--- src/rtl/piso_pkg.sv ---
// Shared types and helpers for the piso_frame_tx serial transmitter.
// State encoding, line levels and counter-width helper.
package piso_pkg;

    typedef enum logic [2:0] {
        ST_IDLE   = 3'd0,
        ST_START  = 3'd1,
        ST_DATA   = 3'd2,
        ST_PARITY = 3'd3,
        ST_STOP   = 3'd4
    } piso_state_e;

    localparam logic LINE_IDLE = 1'b1;
    localparam logic START_BIT = 1'b0;

    // Width of a counter that runs 0..n-1, never narrower than one bit.
    function automatic int unsigned cnt_width(input int unsigned n);
        int unsigned w;
        w = (n <= 32'd2) ? 32'd1 : 32'($clog2(n));
        return w;
    endfunction

endpackage

--- src/rtl/piso_baud_cnt.sv ---
// Bit-period counter: bit_end flags the last clk of each CLKS_PER_BIT span.
// Held at zero by clr; only advances while en is high.
import piso_pkg::*;

module piso_baud_cnt #(
    parameter int unsigned CLKS_PER_BIT = 16
) (
    input  logic clk,
    input  logic reset,
    input  logic clr,
    input  logic en,
    output logic bit_end
);

    localparam int unsigned     CNT_W = cnt_width(CLKS_PER_BIT);
    localparam logic [CNT_W-1:0] LAST = CNT_W'(CLKS_PER_BIT - 1);

    logic [CNT_W-1:0] cnt_q, cnt_d;

    assign bit_end = en && (cnt_q == LAST);

    always_comb begin
        cnt_d = cnt_q;
        if (clr) begin
            cnt_d = '0;
        end else if (en) begin
            cnt_d = (cnt_q == LAST) ? '0 : cnt_q + 1'b1;
        end
    end

    always_ff @(posedge clk or posedge reset) begin
        if (reset) begin
            cnt_q <= '0;
        end else begin
            cnt_q <= cnt_d;
        end
    end

endmodule

--- src/rtl/piso_frame_tx.sv ---
// Parallel-in/serial-out frame transmitter: start, DATA_W bits LSB-first, stop bits.
// Define PISO_PARITY_EN to insert an even-parity bit between data and stop.
import piso_pkg::*;

module piso_frame_tx #(
    parameter int unsigned DATA_W       = 8,
    parameter int unsigned STOP_BITS    = 1,
    parameter int unsigned CLKS_PER_BIT = 16
) (
    input  logic              clk,
    input  logic              reset,
    input  logic              load_valid,
    output logic              load_ready,
    input  logic [DATA_W-1:0] load_data,
    input  logic              clear,
    output logic              sout,
    output logic              busy,
    output logic              done
);

    // One bit counter serves both the data bits and the stop-bit span.
    localparam int unsigned      BIT_MAX   = (DATA_W > STOP_BITS) ? DATA_W : STOP_BITS;
    localparam int unsigned      BC_W      = cnt_width(BIT_MAX);
    localparam logic [BC_W-1:0]  LAST_DATA = BC_W'(DATA_W - 1);
    localparam logic [BC_W-1:0]  LAST_STOP = BC_W'(STOP_BITS - 1);

    piso_state_e       state_q, state_d;
    logic [DATA_W-1:0] shreg_q, shreg_d;
    logic [BC_W-1:0]   bitcnt_q, bitcnt_d;
`ifdef PISO_PARITY_EN
    logic              par_q, par_d;
`endif

    logic idle;
    logic accept;
    logic bit_end;
    logic last_stop;

    assign idle       = (state_q == ST_IDLE);
    assign load_ready = idle && !clear;
    assign accept     = load_valid && load_ready;
    assign busy       = !idle;
    assign last_stop  = (state_q == ST_STOP) && bit_end && (bitcnt_q == LAST_STOP);
    assign done       = last_stop && !clear;

    piso_baud_cnt #(
        .CLKS_PER_BIT(CLKS_PER_BIT)
    ) u_baud (
        .clk    (clk),
        .reset  (reset),
        .clr    (clear || idle),
        .en     (busy),
        .bit_end(bit_end)
    );

    always_comb begin
        state_d  = state_q;
        shreg_d  = shreg_q;
        bitcnt_d = bitcnt_q;
`ifdef PISO_PARITY_EN
        par_d    = par_q;
`endif
        if (clear) begin
            state_d  = ST_IDLE;
            bitcnt_d = '0;
        end else begin
            case (state_q)
                ST_IDLE: begin
                    if (accept) begin
                        state_d  = ST_START;
                        shreg_d  = load_data;
                        bitcnt_d = '0;
`ifdef PISO_PARITY_EN
                        par_d    = ^load_data;
`endif
                    end
                end
                ST_START: begin
                    if (bit_end) begin
                        state_d = ST_DATA;
                    end
                end
                ST_DATA: begin
                    if (bit_end) begin
                        shreg_d = shreg_q >> 1;
                        if (bitcnt_q == LAST_DATA) begin
                            bitcnt_d = '0;
`ifdef PISO_PARITY_EN
                            state_d  = ST_PARITY;
`else
                            state_d  = ST_STOP;
`endif
                        end else begin
                            bitcnt_d = bitcnt_q + 1'b1;
                        end
                    end
                end
`ifdef PISO_PARITY_EN
                ST_PARITY: begin
                    if (bit_end) begin
                        state_d = ST_STOP;
                    end
                end
`endif
                ST_STOP: begin
                    if (bit_end) begin
                        if (bitcnt_q == LAST_STOP) begin
                            state_d  = ST_IDLE;
                            bitcnt_d = '0;
                        end else begin
                            bitcnt_d = bitcnt_q + 1'b1;
                        end
                    end
                end
                default: begin
                    state_d  = ST_IDLE;
                    bitcnt_d = '0;
                end
            endcase
        end
    end

    // Line level decoded from registered state only, so reset forces it high at once.
    always_comb begin
        case (state_q)
            ST_START:  sout = START_BIT;
            ST_DATA:   sout = shreg_q[0];
`ifdef PISO_PARITY_EN
            ST_PARITY: sout = par_q;
`endif
            default:   sout = LINE_IDLE;
        endcase
    end

    always_ff @(posedge clk or posedge reset) begin
        if (reset) begin
            state_q  <= ST_IDLE;
            shreg_q  <= '0;
            bitcnt_q <= '0;
        end else begin
            state_q  <= state_d;
            shreg_q  <= shreg_d;
            bitcnt_q <= bitcnt_d;
        end
    end

`ifdef PISO_PARITY_EN
    always_ff @(posedge clk or posedge reset) begin
        if (reset) begin
            par_q <= 1'b0;
        end else begin
            par_q <= par_d;
        end
    end
`endif

endmodule

--- config.mk ---
export PLATFORM = sky130hd
export DESIGN_NAME = piso_frame_tx
export DESIGN_NICKNAME = d
export VERILOG_FILES = /design/src/rtl/piso_pkg.sv /design/src/rtl/piso_baud_cnt.sv /design/src/rtl/piso_frame_tx.sv
export SDC_FILE = /design/constraint.sdc
export NUM_CORES = 1
export LEC_CHECK = 0
export ABC_CLOCK_PERIOD_IN_PS = 3010
export BUFFER_PORTS_ARGS = -buffer_cell sky130_fd_sc_hd__buf_2
export CAP_MARGIN = 0
export CORE_UTILIZATION = 43
export DETAILED_ROUTE_END_ITERATION = 8
export GPL_TIMING_DRIVEN = 0
export PLACE_DENSITY = 0.7
export RECOVER_POWER = 25
export SLEW_MARGIN = 20
export SYNTH_ARGS = -nofsm -noshare
export SYNTH_HDL_FRONTEND = slang
export SYNTH_HIERARCHICAL = 1
export SYNTH_SLANG_ARGS = --single-unit
--- constraint.sdc ---
create_clock -name clk -period 3.01 [get_ports clk]
set_clock_uncertainty 0.15 [all_clocks]
set_input_delay 0.301 -clock clk [delete_from_list [all_inputs] [get_ports clk]]
set_output_delay 0.301 -clock clk [all_outputs]
set_load 0.005 [all_outputs]
Word-level counts from Yosys, hierarchy flattened
Cells that the tools add are included.
{"block": "word_totals", "reg_bits": 18, "inputBits": 12, "output_inout_bits": 4, "word_cells": 59}
{"block": "op_classes", "addsub": 2, "n_eq_ne": 15, "mux": 22, "n_bitwise": 1, "n_reduce_logical": 15}
{"operator": "2-to-1 mux 3 bit", "count": 13}
{"operator": "case mux 3 bit (4 select lines)", "count": 2}
{"operator": "2-to-1 mux 8 bit", "count": 2}
{"operator": "case mux 8 bit (2 select lines)", "count": 1}
{"operator": "2-to-1 mux 4 bit", "count": 3}
{"operator": "inequality test 3 bit (second input constant)", "count": 4}
{"operator": "AND reduction 4 bit", "count": 2}
{"operator": "equality test 3 bit (second input constant)", "count": 2}
{"operator": "logical AND 1 bit", "count": 6}
{"operator": "zero test 3 bit", "count": 2}
{"operator": "inequality test 3 x 2 -> 1 bit (second input constant)", "count": 2}
{"operator": "AND reduction 6 bit", "count": 1}
{"operator": "adder 4 x 1 -> 4 bit (second input constant)", "count": 1}
{"operator": "equality test 4 bit (second input constant)", "count": 1}
{"operator": "inequality test 2 x 1 -> 1 bit (second input constant)", "count": 2}
{"operator": "inequality test 2 bit (second input constant)", "count": 2}
{"operator": "adder 3 x 1 -> 3 bit (second input constant)", "count": 1}
{"operator": "equality test 3 x 1 -> 1 bit (second input constant)", "count": 1}
{"operator": "equality test 3 x 2 -> 1 bit (second input constant)", "count": 1}
{"operator": "zero test 1 bit", "count": 2}
{"operator": "case mux 1 bit (2 select lines)", "count": 1}
{"operator": "nonzero test 2 bit", "count": 1}
{"operator": "logical OR 1 bit", "count": 1}
{"operator": "NOT 1 bit", "count": 1}

Logic depth before layout (Yosys ltp)
Gate-level depths: netlist (run 1).
{"block": "logic_depth", "ltp_word": 6, "depth_mapped": 11, "depth_no_buf": 7}

By module
Netlist (run 1), hierarchy kept.
{"mod": "piso_frame_tx", "instances": 1, "cells_each": 101, "area_each_um2": 868.3, "seq_area_each_um2": 350.3}
{"mod": "piso_baud_cnt", "instances": 1, "cells_each": 23, "area_each_um2": 211.5, "seq_area_each_um2": 100.1}

Least setup slack after synthesis (run 1)
Ideal clock, no wire load.
{"block": "synth_path", "path_type": "register -> register", "start": "register state_q[1]", "end": "register shreg_q[0]", "setup_time_ps": 123, "arrival_time_ps": 2136, "required_time_ps": 2737, "path_slack_ps": 601, "stages_incl_launch_ff": 12, "n_path_buf": 4, "period_less_slack_ps": 2409, "path_cell_list": "dfrtp_1 > clkbuf_1 > or3_1 > nand2_2 > nor2_1 > clkbuf_2 > mux2i_1 > or4_1 > buf_2 > buf_2 > nand2_1 > o21ai_1"}
{"block": "synth_via", "elab_chain_cells": 5, "word_cells_on_any_way": 11, "classes_between": "eq/ne: 3; mux: 1; reduce/logical: 7"}
{"item": "start, declared", "line_no": "piso_frame_tx.sv:27", "source": "piso_state_e state_q, state_d;"}
{"item": "start signal, assigned", "line_no": "piso_frame_tx.sv:141", "source": "state_q <= state_d;"}
{"item": "zero test 3 bit", "line_no": "piso_frame_tx.sv:39", "source": "assign idle = (state_q == ST_IDLE);"}
{"item": "zero test 1 bit", "line_no": "piso_frame_tx.sv:42", "source": "assign busy = !idle;"}
{"item": "via busy", "line_no": "piso_frame_tx.sv:17", "source": "output logic busy,"}
{"item": "logical AND 1 bit", "line_no": "piso_baud_cnt.sv:20", "source": "assign bit_end = en && (cnt_q == LAST);"}
{"item": "via bit_end", "line_no": "piso_frame_tx.sv:36", "source": "logic bit_end;"}
{"item": "inequality test 2 bit (no line)"}
{"item": "AND reduction 4 bit (no line)"}
{"item": "end signal, assigned", "line_no": "piso_frame_tx.sv:142", "source": "shreg_q <= shreg_d;"}
{"item": "end, declared", "line_no": "piso_frame_tx.sv:28", "source": "logic [DATA_W-1:0] shreg_q, shreg_d;"}
The timed path passes the listed nets, and every way through them passes these cells.
A chain may end at the register's enable or synchronous reset.

Worst setup path in the final report (run 1)
{"block": "layout_path", "start": "register state_q[1]", "end": "register shreg_q[1]"}
{"block": "layout_via", "elab_chain_cells": 5, "word_cells_on_any_way": 11, "classes_between": "eq/ne: 3; mux: 1; reduce/logical: 7"}
{"item": "zero test 3 bit", "line_no": "piso_frame_tx.sv:39"}
{"item": "zero test 1 bit", "line_no": "piso_frame_tx.sv:42"}
{"item": "logical AND 1 bit", "line_no": "piso_baud_cnt.sv:20"}
{"item": "via bit_end", "line_no": "piso_frame_tx.sv:36"}
{"item": "inequality test 2 bit (no line)"}
{"item": "AND reduction 4 bit (no line)"}
The timed path passes the listed nets, and every way through them passes these cells.

==> run metrics, run 1 <==
violation count after the first detailed-route iteration 36; pwr dens 402 nW/um^2; Pre-antenna DRT Iters 4; Via density 5.51; fin. max-slew vios 0; placed insts 167; Leak Pwr 0.531 nW; Reg2Reg Setup Slack 0.24 ns; Worst EP arrival 2.81 ns; first-pass GRT wire length 3950 um; Post-synth EDFFs 0; PortBufs 15; fmax 361 MHz; CTS tree yes; Root Driver clkbuf_4; syn_nets 140; wire per inst 12.9 um; Resized Gates After CTS 0; CP max stage cell dfrtp_1; Combinational Power Share 14.0%; worst path required time 3.05 ns; clk sinks 18; vias in the first global route 945; post-route ant nets 0; largest net degree at the start of global routing 15; critical path type flop to flop; routed wire length 2220 um; Initial Util 47.0%; die width 52.1 um; DRC 0; via count 948; Core Footprint 2300 um^2; dpl hpwl 1690 um; gr usage total 19.9%; Pint 0.000366 W; Net Switching 0.000131 W; total CTS buffers 3; Synth async-reset ratio 100%; TNS Setup 0 ns; Max clock buf depth 2; n_diodes 0; Worst-path clk slew 0.11 ns; gpl congestion 0.852; Die ar. 2720 um^2; CP endpoint kind flop; most common flop cell mapped by yosys dfrtp_1; final worst-path cycle share 91.9%; total congestion overflow 0; # setup viols final 0; initial antenna violation count 0; Post-Synthesis Cell Area 1080 um^2; Seq pwr share 54.8%; switching part of the total 26.5%; crit-path cells clkbuf_1 > or3_1 > nand2_2 > nor2_1 > clkbuf_2 > mux2i_1 > or4_1 > buf_2 > buf_2 > nand2_1 > o21ai_1; maximum VDD drop 0.179 mV; # Max-Cap Violations 0; family with the most delay on the worst path simple AND/OR/NAND/NOR gates; Die Ht 52.1 um; nets 161; sequential area share after synthesis 41.7%; hold crit path type input port to flop; fin cells 172; postcts setup bufs 0; row count 17; Clock Latency Late Sink 0.30 ns; fraction of layout cells with a size suffix above 1 18.8%; Boundary Pins 16; status finished, final reports clean; commonest cells after routing, fill and taps aside buf_2 (18), dfrtp_1 (18), nand2_1 (14); area delta synth->final 14.5%; clock share of power 31.2%; crit path max fanout 10; H-tree Lvls 1; Netlist cell types 32; Avg Inst Size Synth 8.71 um^2; Worst-Margin Slew 0.585 ns; Worst path most repeated cell buf_2; post-synthesis cell count 124; Hold WS 0.0945 ns; Bufs and invs on worst path 4; RSZ-0062 raised after global routing false; Ys Warns 6; Seq cells post-synth 18; Slew Limit Headroom 60.9%; Fin. Hold Viols 0; CP peak stage delay 0.41 ns; min cycle time layout 2.77 ns; Worst setup SP type flop
-- per-stage QoR --
stage	cell area [um^2]	worst slack, ns	total power (W)	util [%]
2_1_floorplan	1080	0.601	0.000322	-
3_5_place_dp	1190	0.262	0.000347	51.8
5_1_grt	1240	0.0229	0.000522	53.8
3_3_place_gp	1190	0.369	0.000343	51.8
4_1_cts	1240	0.249	0.000501	53.8
6_report	1240	0.242	0.000497	53.8
-- worst paths after layout --
kind                         startpoint  cells after the start               to
setup / recovery             state_q[1]                     11       shreg_q[1]
hold / removal             load_data[7]                      3       shreg_q[7]
setup reg to reg             state_q[1]                     11       shreg_q[1]
hold reg to reg              shreg_q[5]                      2       shreg_q[5]
max in group asynchronous         reset                      3       state_q[1]
min in group asynchronous         reset                      3  u_baud/cnt_q[1]
-- registers in the layout, indices dropped and copies added (netlist names) --
| register | flops |
|---|---|
| state_q | 3 |
| shreg_q | 8 |
| bitcnt_q | 3 |
| u_baud/cnt_q | 4 |
-- worst reg2reg max path: cells and delay by family, from the launching register on --
family	cells	cell delay [ns]
buffers and inverters	4	0.89
flip-flops	1	0.41
multiplexers	1	0.10
AO/OA/AOI/OAI	1	0.06
AND/OR/NAND/NOR	5	1.05
-- synth_stat cells (3+ instances only) --
library cell  count  share of area [%]
a21oi_1           4                1.9
buf_2             3                1.4
clkbuf_1          4                1.4
dfrtp_1          18                 42
ha_1              4                4.6
inv_1             6                2.1
mux2i_1          10                9.3
nand2_1          14                4.9
nand2b_1          4                2.3
nor2_1            6                2.1
nor2b_1           4                2.3
o21ai_0          13                6.0
o21ai_1           8                3.7
or3_1             3                1.7
-- routing by layer --
layer,wire [um],track usage (%),vias up
li1,-,-,468
met1,1010,23.9,449
met2,1070,34.4,26
met3,89,1.75,5
met4,54,10.8,0
met5,0,0,-
-- kinds of logic (layout without fill, tap and decap cells) --
kind of cell	after synthesis	after routing	share of synthesized area (%)
flip-flops	18	18	41.7
AO/OA/AOI/OAI	31	31	15.8
multiplexers	10	10	9.27
AND/OR/NAND/NOR	45	45	21.7
adder cells (fa/ha/maj)	4	4	4.64
XOR/XNOR	2	2	1.62
buffers and inverters	14	34	5.33
-- layout make-up --
cell class	count	area, um^2
sequential	18	450
clock buffer	4	36.3
multi-input combinational	92	572
buffer	8	35.0
tap	28	35.0
fill	227	1060
inverter	6	22.5
timing repair buffer	16	85.1
-- timing repair --
action | in CTS | in global routing
hold endpoints to repair | 18 | 0
hold buffers | 1 | 0
endpoints found under the setup margin | 0 | 0
-- power by group through the flow --
stage | Sequential (W) | Clock (W) | Combinational, W
after floorplan | 0.000274 | 0 | 0.0000482
after global placement | 0.000277 | 0 | 0.0000663
after detailed placement | 0.000277 | 0 | 0.0000699
after CTS | 0.000272 | 0.000157 | 0.0000710
after global routing | 0.000275 | 0.000166 | 0.0000813
final | 0.000272 | 0.000155 | 0.0000698
Note: power is estimated with default switching activity, not from simulation.
==> run 2: changes to the inputs <==
--- a/config.mk
+++ b/config.mk
@@ -5,7 +5,7 @@
 export SDC_FILE = /design/constraint.sdc
 export NUM_CORES = 1
 export LEC_CHECK = 0
-export ABC_CLOCK_PERIOD_IN_PS = 3010
+export ABC_CLOCK_PERIOD_IN_PS = 2600
 export BUFFER_PORTS_ARGS = -buffer_cell sky130_fd_sc_hd__buf_2
 export CAP_MARGIN = 0
 export CORE_UTILIZATION = 43
==> constraint.sdc (replaced) <==
create_clock -name clk -period 2.6 [get_ports clk]
set_clock_uncertainty 0.15 [all_clocks]
set_input_delay 0.26 -clock clk [delete_from_list [all_inputs] [get_ports clk]]
set_output_delay 0.26 -clock clk [all_outputs]
set_load 0.005 [all_outputs]
==> run metrics, run 2 (synthesized netlist as in run 1, its figures left out) <==
status finished, final reports clean; CP peak stage delay 0.45 ns; placed insts 167; Crit path depth 9; violation count after the first detailed-route iteration 36; CP endpoint kind flop; Fin. Hold Viols 0; Max clock buf depth 2; Worst EP arrival 2.46 ns; Die Ht 52.1 um; Boundary Pins 16; min cycle time layout 2.41 ns; Setup WS post-layout 0.189 ns; clock share of power 30.9%; Slew Limit Headroom 64.8%; post-route ant nets 0; routed wire length 2250 um; CTS tree yes; total congestion overflow 0; commonest cells after routing, fill and taps aside buf_2 (19), dfrtp_1 (18), nand2_1 (14); Power, Total 0.000576 W; Reg2Reg Setup Slack 0.19 ns; Pre-antenna DRT Iters 4; pwr dens 459 nW/um^2; switching part of the total 26.3%; wire per inst 13.1 um; worst path required time 2.65 ns; critical path type flop to flop; CP max stage cell or3_4; Initial Util 47.0%; row count 17; n_diodes 0; dpl hpwl 1690 um; most flop-heavy register shreg_q; gpl congestion 0.852; hold crit path type input port to flop; Net Switching 0.000152 W; Die ar. 2720 um^2; total CTS buffers 3; largest net degree at the start of global routing 15; fin cells 172; Hold WS 0.0560 ns; crit-path cells buf_2 > or3_4 > nand2_2 > nor2_1 > buf_2 > or3_1 > o32ai_2 > nand3b_1 > o21ai_0; fmax 415 MHz; PortBufs 15; via count 941; RSZ-0062 raised after global routing false; final worst-path cycle share 92.7%; Root Driver clkbuf_4; Clock Latency Late Sink 0.30 ns; reg2reg path depth 9; maximum VDD drop 0.206 mV; fraction of layout cells with a size suffix above 1 21.5%; Setup crit end bitcnt_q[0]; DP Worst Slack -0.148 ns; Hold Crit Start load_data[7]; gr usage total 19.9%; nets 161; Core Footprint 2300 um^2; Leak Pwr 0.541 nW; Worst path most repeated cell buf_2; DRC 0; Design Area, Final 1260 um^2; Cell Area, Placed 1190 um^2; vias in the first global route 949; area delta synth->final 16.3%; initial antenna violation count 0; crit path max fanout 10; CP startpoint state_q[2]; Largest regs shreg_q x8, u_baud/cnt_q x4; # setup viols final 0; Via density 5.47; max reg flops 8; fin. max-slew vios 0; clk sinks 18; die width 52.1 um; H-tree Lvls 1; RR Startpoint state_q[2]; Combinational Power Share 13.9%; Worst-Margin Slew 0.528 ns; Worst setup SP type flop; Worst-path clk slew 0.11 ns; Pint 0.000425 W; first-pass GRT wire length 3960 um; Seq pwr share 55.2%; Bufs and invs on worst path 2; Reg-to-Reg End bitcnt_q[0]; # Max-Cap Violations 0; commonest non-fill, non-tap cell in the layout buf_2; family with the most delay on the worst path simple AND/OR/NAND/NOR gates
==> run 2: tightest hold or removal path: cells and delay by family <==
kind	cells	cell delay, ns
compound gates	2	0.12
buf+inv	1	0.10
==> run 2: worst min path at each step <==
| stage | slack, ns | depth (start not counted) | to |
|---|---|---|---|
| floorplan | -0.12 | 1 | u_baud/cnt_q[0] |
| global placement | 0.01 | 2 | u_baud/cnt_q[3] |
| detailed placement | 0.02 | 2 | u_baud/cnt_q[3] |
| CTS | 0.06 | 3 | shreg_q[7] |
| global route | 0.07 | 3 | shreg_q[7] |
| finish | 0.06 | 3 | shreg_q[7] |
==> run 2: through the flow <==
step                      utilization (%)  TNS (ns)
final                                54.7         0
after floorplan                         -         0
after detailed placement             51.8     -1.29
after global placement               51.8    -0.320
after global routing                 54.7         0
after CTS                            54.1         0
==> run 2: final cells by class <==
type / count / area, um^2
Timing Repair Buffer: 17 / 92.6
Multi-Input combinational cell: 92 / 584
Buffer: 7 / 35.0
Clock buffer: 4 / 36.3
Sequential cell: 18 / 450
Tap cell: 28 / 35.0
Fill cell: 227 / 1040
Inverter: 6 / 22.5
==> run 2: what timing repair did <==
item | CTS | global route
setup buffers | 0 | 1
setup endpoints to repair | 11 | 11
hold buffers | 1 | 0
resized for setup | 2 | 4
endpoints found under the hold margin | 18 | 0
pin swaps | 0 | 0
gates cloned | 0 | 0
==> run 2: power groups by stage <==
stage                     sequential (W)  clock (W)  combinational, W
final                           0.000318   0.000178         0.0000803
after CTS                       0.000315   0.000182         0.0000833
after detailed placement        0.000321          0         0.0000809
after global placement          0.000321          0         0.0000767
after floorplan                 0.000318          0         0.0000558
after global routing            0.000321   0.000192         0.0000933
==> run 2: routing by layer <==
| layer | share of wire (%) | GRT usage [%] | vias up |
|---|---|---|---|
| met2 | 47 | 34.6 | 30 |
| met4 | 2.4 | 10.8 | 0 |
| met5 | 0 | 0 | - |
| li1 | - | - | 467 |
| met1 | 47 | 23.9 | 439 |
| met3 | 4.4 | 1.75 | 5 |
